`src/rtl/ram_sync_clr.sv`:
```
// ram_sync_clr: single-port synchronous RAM with a registered, enabled read,
// selectable read-during-write behaviour and a clear sequencer that sweeps
// every word to CLR_VAL after reset or on request.
module ram_sync_clr #(
    parameter int                DATA_W   = 8,
    parameter int                ADDR_W   = 8,
    parameter int                DEPTH    = 1 << ADDR_W,
    parameter int                RDW_MODE = 0,
    parameter logic [DATA_W-1:0] CLR_VAL  = '0
) (
    input  logic              clk,
    input  logic              rst_n,
    input  logic [ADDR_W-1:0] addr,
    input  logic [DATA_W-1:0] din,
    input  logic              we,
    input  logic              re,
    input  logic              clr_req,
    output logic [DATA_W-1:0] dout,
    output logic              dout_valid,
    output logic              busy
);

    localparam logic ST_IDLE  = 1'b0;
    localparam logic ST_CLEAR = 1'b1;

    // Index width of the physical array; a 1-word array still needs a 1-bit index.
    localparam int IDX_W = (DEPTH > 1) ? $clog2(DEPTH) : 1;

    localparam logic [ADDR_W-1:0] LAST_ADDR = ADDR_W'(DEPTH - 1);
    localparam logic [ADDR_W:0]   DEPTH_EXT = (ADDR_W + 1)'(DEPTH);

    logic [DATA_W-1:0] mem [DEPTH];

    logic              state_q, state_d;
    logic [ADDR_W-1:0] clr_cnt_q, clr_cnt_d;
    logic [DATA_W-1:0] dout_q, dout_d;
    logic              dout_valid_q, dout_valid_d;

    logic              addr_ok;
    logic [IDX_W-1:0]  acc_idx;
    logic [DATA_W-1:0] rd_data;
    logic              mem_we;
    logic [IDX_W-1:0]  mem_widx;
    logic [DATA_W-1:0] mem_wdata;

    // Address decode and array read; out-of-range words read back as CLR_VAL.
    always_comb begin
        addr_ok = ({1'b0, addr} < DEPTH_EXT);
        acc_idx = addr[IDX_W-1:0];
        rd_data = CLR_VAL;
        if (addr_ok) begin
            rd_data = mem[acc_idx];
        end
    end

    // Next-state logic: clear sweep, clear request, and normal access.
    always_comb begin
        state_d      = state_q;
        clr_cnt_d    = clr_cnt_q;
        dout_d       = dout_q;
        dout_valid_d = 1'b0;
        mem_we       = 1'b0;
        mem_widx     = acc_idx;
        mem_wdata    = din;
        case (state_q)
            ST_CLEAR: begin
                // Port inputs are ignored; one word is cleared per cycle.
                mem_we    = 1'b1;
                mem_widx  = clr_cnt_q[IDX_W-1:0];
                mem_wdata = CLR_VAL;
                if (clr_cnt_q == LAST_ADDR) begin
                    state_d   = ST_IDLE;
                    clr_cnt_d = '0;
                end else begin
                    clr_cnt_d = clr_cnt_q + ADDR_W'(1);
                end
            end
            default: begin
                if (clr_req) begin
                    // Clear takes priority; a same-cycle access is dropped.
                    state_d   = ST_CLEAR;
                    clr_cnt_d = '0;
                end else begin
                    mem_we = we && addr_ok;
                    if (re) begin
                        dout_valid_d = 1'b1;
                        // Array read sees pre-write contents, giving old-data
                        // behaviour unless forwarding of din is selected.
                        if ((RDW_MODE != 0) && we && addr_ok) begin
                            dout_d = din;
                        end else begin
                            dout_d = rd_data;
                        end
                    end
                end
            end
        endcase
    end

    // Control and output registers with synchronous reset into the sweep.
    always_ff @(posedge clk) begin
        if (!rst_n) begin
            state_q      <= ST_CLEAR;
            clr_cnt_q    <= '0;
            dout_q       <= '0;
            dout_valid_q <= 1'b0;
        end else begin
            state_q      <= state_d;
            clr_cnt_q    <= clr_cnt_d;
            dout_q       <= dout_d;
            dout_valid_q <= dout_valid_d;
        end
    end

    // Storage array; no reset, contents are initialised by the sweep.
    always_ff @(posedge clk) begin
        if (rst_n && mem_we) begin
            mem[mem_widx] <= mem_wdata;
        end
    end

    assign dout       = dout_q;
    assign dout_valid = dout_valid_q;
    assign busy       = (state_q == ST_CLEAR);

endmodule

```
`config.mk`:
```
export PLATFORM = sky130hd
export DESIGN_NAME = ram_sync_clr
export DESIGN_NICKNAME = d
export VERILOG_FILES = /design/src/rtl/ram_sync_clr.sv
export SDC_FILE = /design/constraint.sdc
export NUM_CORES = 2
export LEC_CHECK = 0
export BUFFER_PORTS_ARGS = -buffer_cell sky130_fd_sc_hd__buf_2
export CELL_PAD_IN_SITES_DETAIL_PLACEMENT = 1
export CELL_PAD_IN_SITES_GLOBAL_PLACEMENT = 1
export CORE_MARGIN = 2
export CORE_UTILIZATION = 55
export DETAILED_ROUTE_END_ITERATION = 12
export GPL_ROUTABILITY_DRIVEN = 0
export GPL_TIMING_DRIVEN = 0
export PLACE_DENSITY_LB_ADDON = 0.1
export SYNTH_ARGS = -nofsm -noshare
export SYNTH_HDL_FRONTEND = slang
export SYNTH_SLANG_ARGS = --single-unit
```
`constraint.sdc`:
```
create_clock -name clk -period 12.55 [get_ports clk]
set_input_delay 3.1375 -clock clk [delete_from_list [all_inputs] [get_ports clk]]
set_output_delay 3.1375 -clock clk [all_outputs]
set_load 0.02 [all_outputs]
```
* After elaboration in Yosys (flattened, before gate mapping)
Memory sizes are Yosys's and may differ from the RTL's. A register that Yosys moved wholly into a read port is not among the register bits. Index checks and enable logic that the tools add are counted. Widths: inputs -> output; s select.
Storage, ports and cells: memories kept 1, output and inout port bits 10, logic and storage cells 27, input bits 21, register bits 10, memory bits (writable) 2048
Memories:
- mem | depth 256, width 8, read ports 1, clocked after Yosys merged registers in 1, wr ports 1, RTL line 32 | logic [DATA_W-1:0] mem [DEPTH];
Cells by class: mux-type cells 13, reductions and logical operators 5, bitwise gates (word level) 3, eq/ne operators 1, $add $sub $neg 1
Operators by type and width (count):
- $mux 8 | 5
- $add 8x1->8 const B | 1
- $eq 8x8->1 const B | 1
- $mux 1 | 8
- $not 1->1 | 3
- $reduce_and 3->1 | 1
- $reduce_or 3->1 | 1
- $reduce_bool 2->1 | 1
- $logic_and 1x1->1 | 1
- $logic_not 1->1 | 1

* Longest topological paths before layout
depth after elaboration 5, mapped depth 13, gate-level depth less buffers 8

* Worst setup path after synthesis
No wires, ideal clock.
kind input-to-reg, start point in din[0], end point mem mem[0][0], data pin, data arrival time 9.282 ns, setup time 1.446 ns, cell stages on the path 1, slack 1.821 ns, required time 11.103 ns, path buffers 0, path through nor2b_1
Between the ends: longest elaborated chain between the ends 1
RTL lines:
- start, declared | RTL line 14 | input logic [DATA_W-1:0] din,
- $mux 8 | RTL line 65 | case (state_q)
- end, declared | RTL line 32
No other way between the ends.

* Worst setup path after layout
start point in addr[1], end point mem mem[96][6], enable pin
Between the ends: longest elaborated chain between the ends 1
RTL lines:
- start, declared | RTL line 13 | input logic [ADDR_W-1:0] addr,
- $mux 8 | RTL line 65
No other way between the ends.

==> metrics.log <==
[metrics] Max IR drop VDD: 0.000129 V
[metrics] P_int: 0.0110 W
[metrics] worst-skew pair later-pin latency: between 0.8 and 0.9 ns
[metrics] share of the core filled with cells in the final layout: 0.626
[metrics] total number of placement rows: 140
[metrics] most common cell type on the critical path: sky130_fd_sc_hd__buf_2
[metrics] critical path depth in cells: 8
[metrics] Die Y: just under 400 µm
[metrics] Finish-stage setup viols: 0
[metrics] synthesized netlist cell count: around 4000
[metrics] share of post-route cells with drive strength above 1: 0.212
[metrics] Synth Register Bits: between 2000 and 2500
[metrics] portion of total power attributed to the clock network: 0.421
[metrics] share of flip-flops with an asynchronous set or reset after synthesis: 0
[metrics] clock root buffer: sky130_fd_sc_hd__clkbuf_16
[metrics] Max Clock Skew: ~0.043 ns
[metrics] failing checks: max-capacitance violations, max-slew violations
[metrics] pwr dens: 157 mW/mm²
[metrics] total track usage: 0.434
[metrics] sequence of cells on the critical path: buf_2, buf_4, buf_2, buf_2, o31ai_2, nand3_1, clkbuf_1, nor2_1
[metrics] total die area: ~0.15 mm²
[metrics] CP max FO: 10
[metrics] timing-limited maximum frequency: between 0.1 and 0.15 GHz
[metrics] unrepaired setup endpoints after global routing: no
[metrics] Slew Limit Headroom: -0.104
[metrics] clock tree from TritonCTS: done
[metrics] remaining antenna violation count after routing: 0
[metrics] number of flops mapped to enable cells by yosys: 2048
[metrics] Chip Width: between 300 and 400 µm
[metrics] top-area cell type share of the netlist area: 0.760
[metrics] net switching fraction of the power: 0.229
[metrics] worst reg2reg setup slack: between 8 and 9 ns
[metrics] Critical-path top delay cell: sky130_fd_sc_hd__o31ai_2
[metrics] drt total wl: roughly 320000 µm
[metrics] setup TNS: 0 ns
[metrics] post-detailed-route DRC marker count: 0
[metrics] post-synthesis sequential area ratio: 0.764
[metrics] R2R Path Start: busy$_SDFF_PN1_
[metrics] maximum buffer depth of the clock tree: 3
[metrics] PortBufs: 28
[metrics] Register-to-Register Path Depth: 7
[metrics] ys flop type: sky130_fd_sc_hd__edfxtp_1
[metrics] mean instance size in the synthesized netlist: roughly 20 µm²
[metrics] largest stage delay on the critical path: between 1 and 1.5 ns
[metrics] number of endpoints with negative hold slack in the final report: 0
[metrics] worst flop-to-flop path endpoint: mem[238][6]$_DFFE_PP_
[metrics] clock buffer count from CTS: 206
[metrics] H-tree depth: 4
[metrics] vias per std cell: between 7 and 8
[metrics] hold depth: 1
[metrics] via count of the first global-routing pass: 46600
[metrics] outcome: complete, but fails checks
[metrics] clock-pin slew reported for the worst setup and hold paths after clock tree synthesis: around 0.060 ns
[metrics] Syn-to-layout area delta: 12.8%
[metrics] number of distinct standard cells referenced by the synthesized netlist: 76
[metrics] Worst Hold Slack: a little under 0.7 ns
[metrics] Design Area, Final: between 0.09 and 0.1 mm²
[metrics] element type at the critical path start: input pin
[metrics] CTS hold repair buffers: 0
[metrics] area post-placement: ~0.085 mm²
[metrics] Buffers & Inverters on Critical Path: 5
[metrics] WS Path Type: input pin to flop
[metrics] Layout Nets: 4355
[metrics] combinational fraction of design power: 0.057
[metrics] global-route wire length before repair: about 430000 µm
[metrics] 1st-pass router iterations: 9
[metrics] detailed-route wire length per cell: about 51 µm
[metrics] initial drt markers: between 9000 and 10000
[metrics] number of top-level design ports: 31
[metrics] starting density of the core: 0.555
[metrics] remaining global-route overflow: 0
[metrics] most frequent cells after synthesis: sky130_fd_sc_hd__edfxtp_1 (2048), sky130_fd_sc_hd__mux4_2 (385), sky130_fd_sc_hd__nor2_1 (312)
[metrics] crit path time final: approximately 7.7 ns
[metrics] number of clock sinks seen by CTS: 2066
[metrics] transition at the pin with the smallest max-transition slack: ~1.7 ns
[metrics] Min-Delay Endpoint: dout[1]$_SDFFE_PN0P_
[metrics] total number of vias: 48700
[metrics] count of fill cells added during filler insertion: ~12000
[metrics] HPWL after detailed placement: approximately 220000 µm
[metrics] placeable core area: 0.146 mm²
[metrics] Area contributors post-synth: sky130_fd_sc_hd__edfxtp_1 (76%), sky130_fd_sc_hd__mux4_2 (11%), sky130_fd_sc_hd__mux2i_1 (3.5%)
[metrics] Worst EP arrival: 8.22 ns
[metrics] CTS resizes: 0
[metrics] Critical Path End Type: flop
[metrics] Lkg Pwr: 29.6 nW
[metrics] Sw Pwr: between 0.003 and 0.004 W
[metrics] initial antenna violation count: 20
[metrics] cell taking the most area after synthesis: sky130_fd_sc_hd__edfxtp_1
[metrics] syn_nets: 4058
[metrics] Netlist Area Pre-Place: 0.0810 mm²
[metrics] startpoint of the most critical hold path: dout[1]$_SDFFE_PN0P_
[metrics] hold crit path type: flop to flop
[metrics] Final period util: 0.617
[metrics] power share of the sequential group: 0.522
[metrics] maximum number of pins on one net before global-route repair: between 40 and 50
[metrics] required time of the critical path: 13.02 ns
[metrics] number of maximum-capacitance violations: 10
[metrics] family with the most delay on the worst path: buffers and inverters
[metrics] buffers inserted by post-CTS timing repair: 0
[metrics] count of warnings emitted by yosys: 0
[metrics] cell with the most instances after synthesis: sky130_fd_sc_hd__edfxtp_1
[metrics] number of max-slew violations in the final report: 88
## worst max-delay path by stage
stage	start	to	slack (ns)
after global routing	addr[2]	mem[238][6]$_DFFE_PP_	5.10
after global placement	din[5]	mem[90][5]$_DFFE_PP_	-6.83
after detailed placement	addr[1]	mem[96][5]$_DFFE_PP_	4.31
final	addr[1]	mem[96][6]$_DFFE_PP_	4.81
after floorplan	din[0]	mem[0][0]$_DFFE_PP_	1.82
after CTS	addr[1]	mem[96][6]$_DFFE_PP_	5.21
## stage by stage
| step | power, W | setup WS, ns | std cells |
|---|---|---|---|
| 6_report | 0.0143 | 4.81 | 6423 |
| 5_1_grt | 0.0145 | 5.10 | 6411 |
| 4_1_cts | 0.0142 | 5.21 | 6411 |
| 3_5_place_dp | 0.00838 | 4.31 | 6042 |
| 3_3_place_gp | 0.00837 | -6.83 | 5981 |
| 2_1_floorplan | 0.00798 | 1.82 | 4036 |
## area by class of cell
type | instances | area [µm²] | area share
timing repair buffer | 89 | 1400 | 0.0153
antenna | 12 | 30.0 | 0.000329
clock buffer | 255 | 5490 | 0.0601
clock inverter | 114 | 891 | 0.00976
buffer | 242 | 1610 | 0.0177
tap | 1917 | 2400 | 0.0263
multi-input combinational | 1725 | 17600 | 0.193
inverter | 3 | 11.3 | 0.000123
sequential | 2066 | 61900 | 0.678
## placed cells by master (no fill, tap or decap), drive strengths merged, types with 17 or more instances in the layout
cell,Yosys,layout
a2111oi,17,17
a211oi,20,20
a21oi,51,51
a22oi,88,88
and2,20,20
buf,147,236
clkbuf,95,350
clkinv,0,95
dfxtp,18,18
edfxtp,2048,2048
mux2i,281,281
mux4,389,389
nand2,103,103
nand3,59,59
nand4,21,21
nor2,312,312
nor2b,28,28
o21ai,51,51
o221ai,40,40
o22ai,69,69
## routing by layer
metal	share of wire	GRT usage	vias up
met1	0.33	0.565	25400
met3	0.16	0.176	1076
met2	0.42	0.604	4918
met5	0.00034	0	-
li1	-	-	17300
met4	0.082	0.288	10
## sequential cells by signal (all words and copies together) (netlist names)
signal and cells:
clr_cnt_q 8, dout 8, busy 1, dout_valid 1
mem 2048
## cell families after synthesis
| logic type | after synthesis | share of synthesized area |
|---|---|---|
| compound gates | 428 | 0.0374 |
| flops | 2066 | 0.764 |
| buf+inv | 245 | 0.0195 |
| fa+ha+maj | 1 | 0.000155 |
| simple gates | 617 | 0.0345 |
| mux | 679 | 0.144 |
## power by group through the flow
stage,Sequential (W),Combinational (W),Clock (W)
6_report,0.00747,0.000812,0.00603
5_1_grt,0.00747,0.000782,0.00622
4_1_cts,0.00748,0.000764,0.00597
3_5_place_dp,0.00762,0.000759,0
3_3_place_gp,0.00762,0.000749,0
2_1_floorplan,0.00762,0.000357,0
Note: power is estimated with default switching activity, not from simulation.
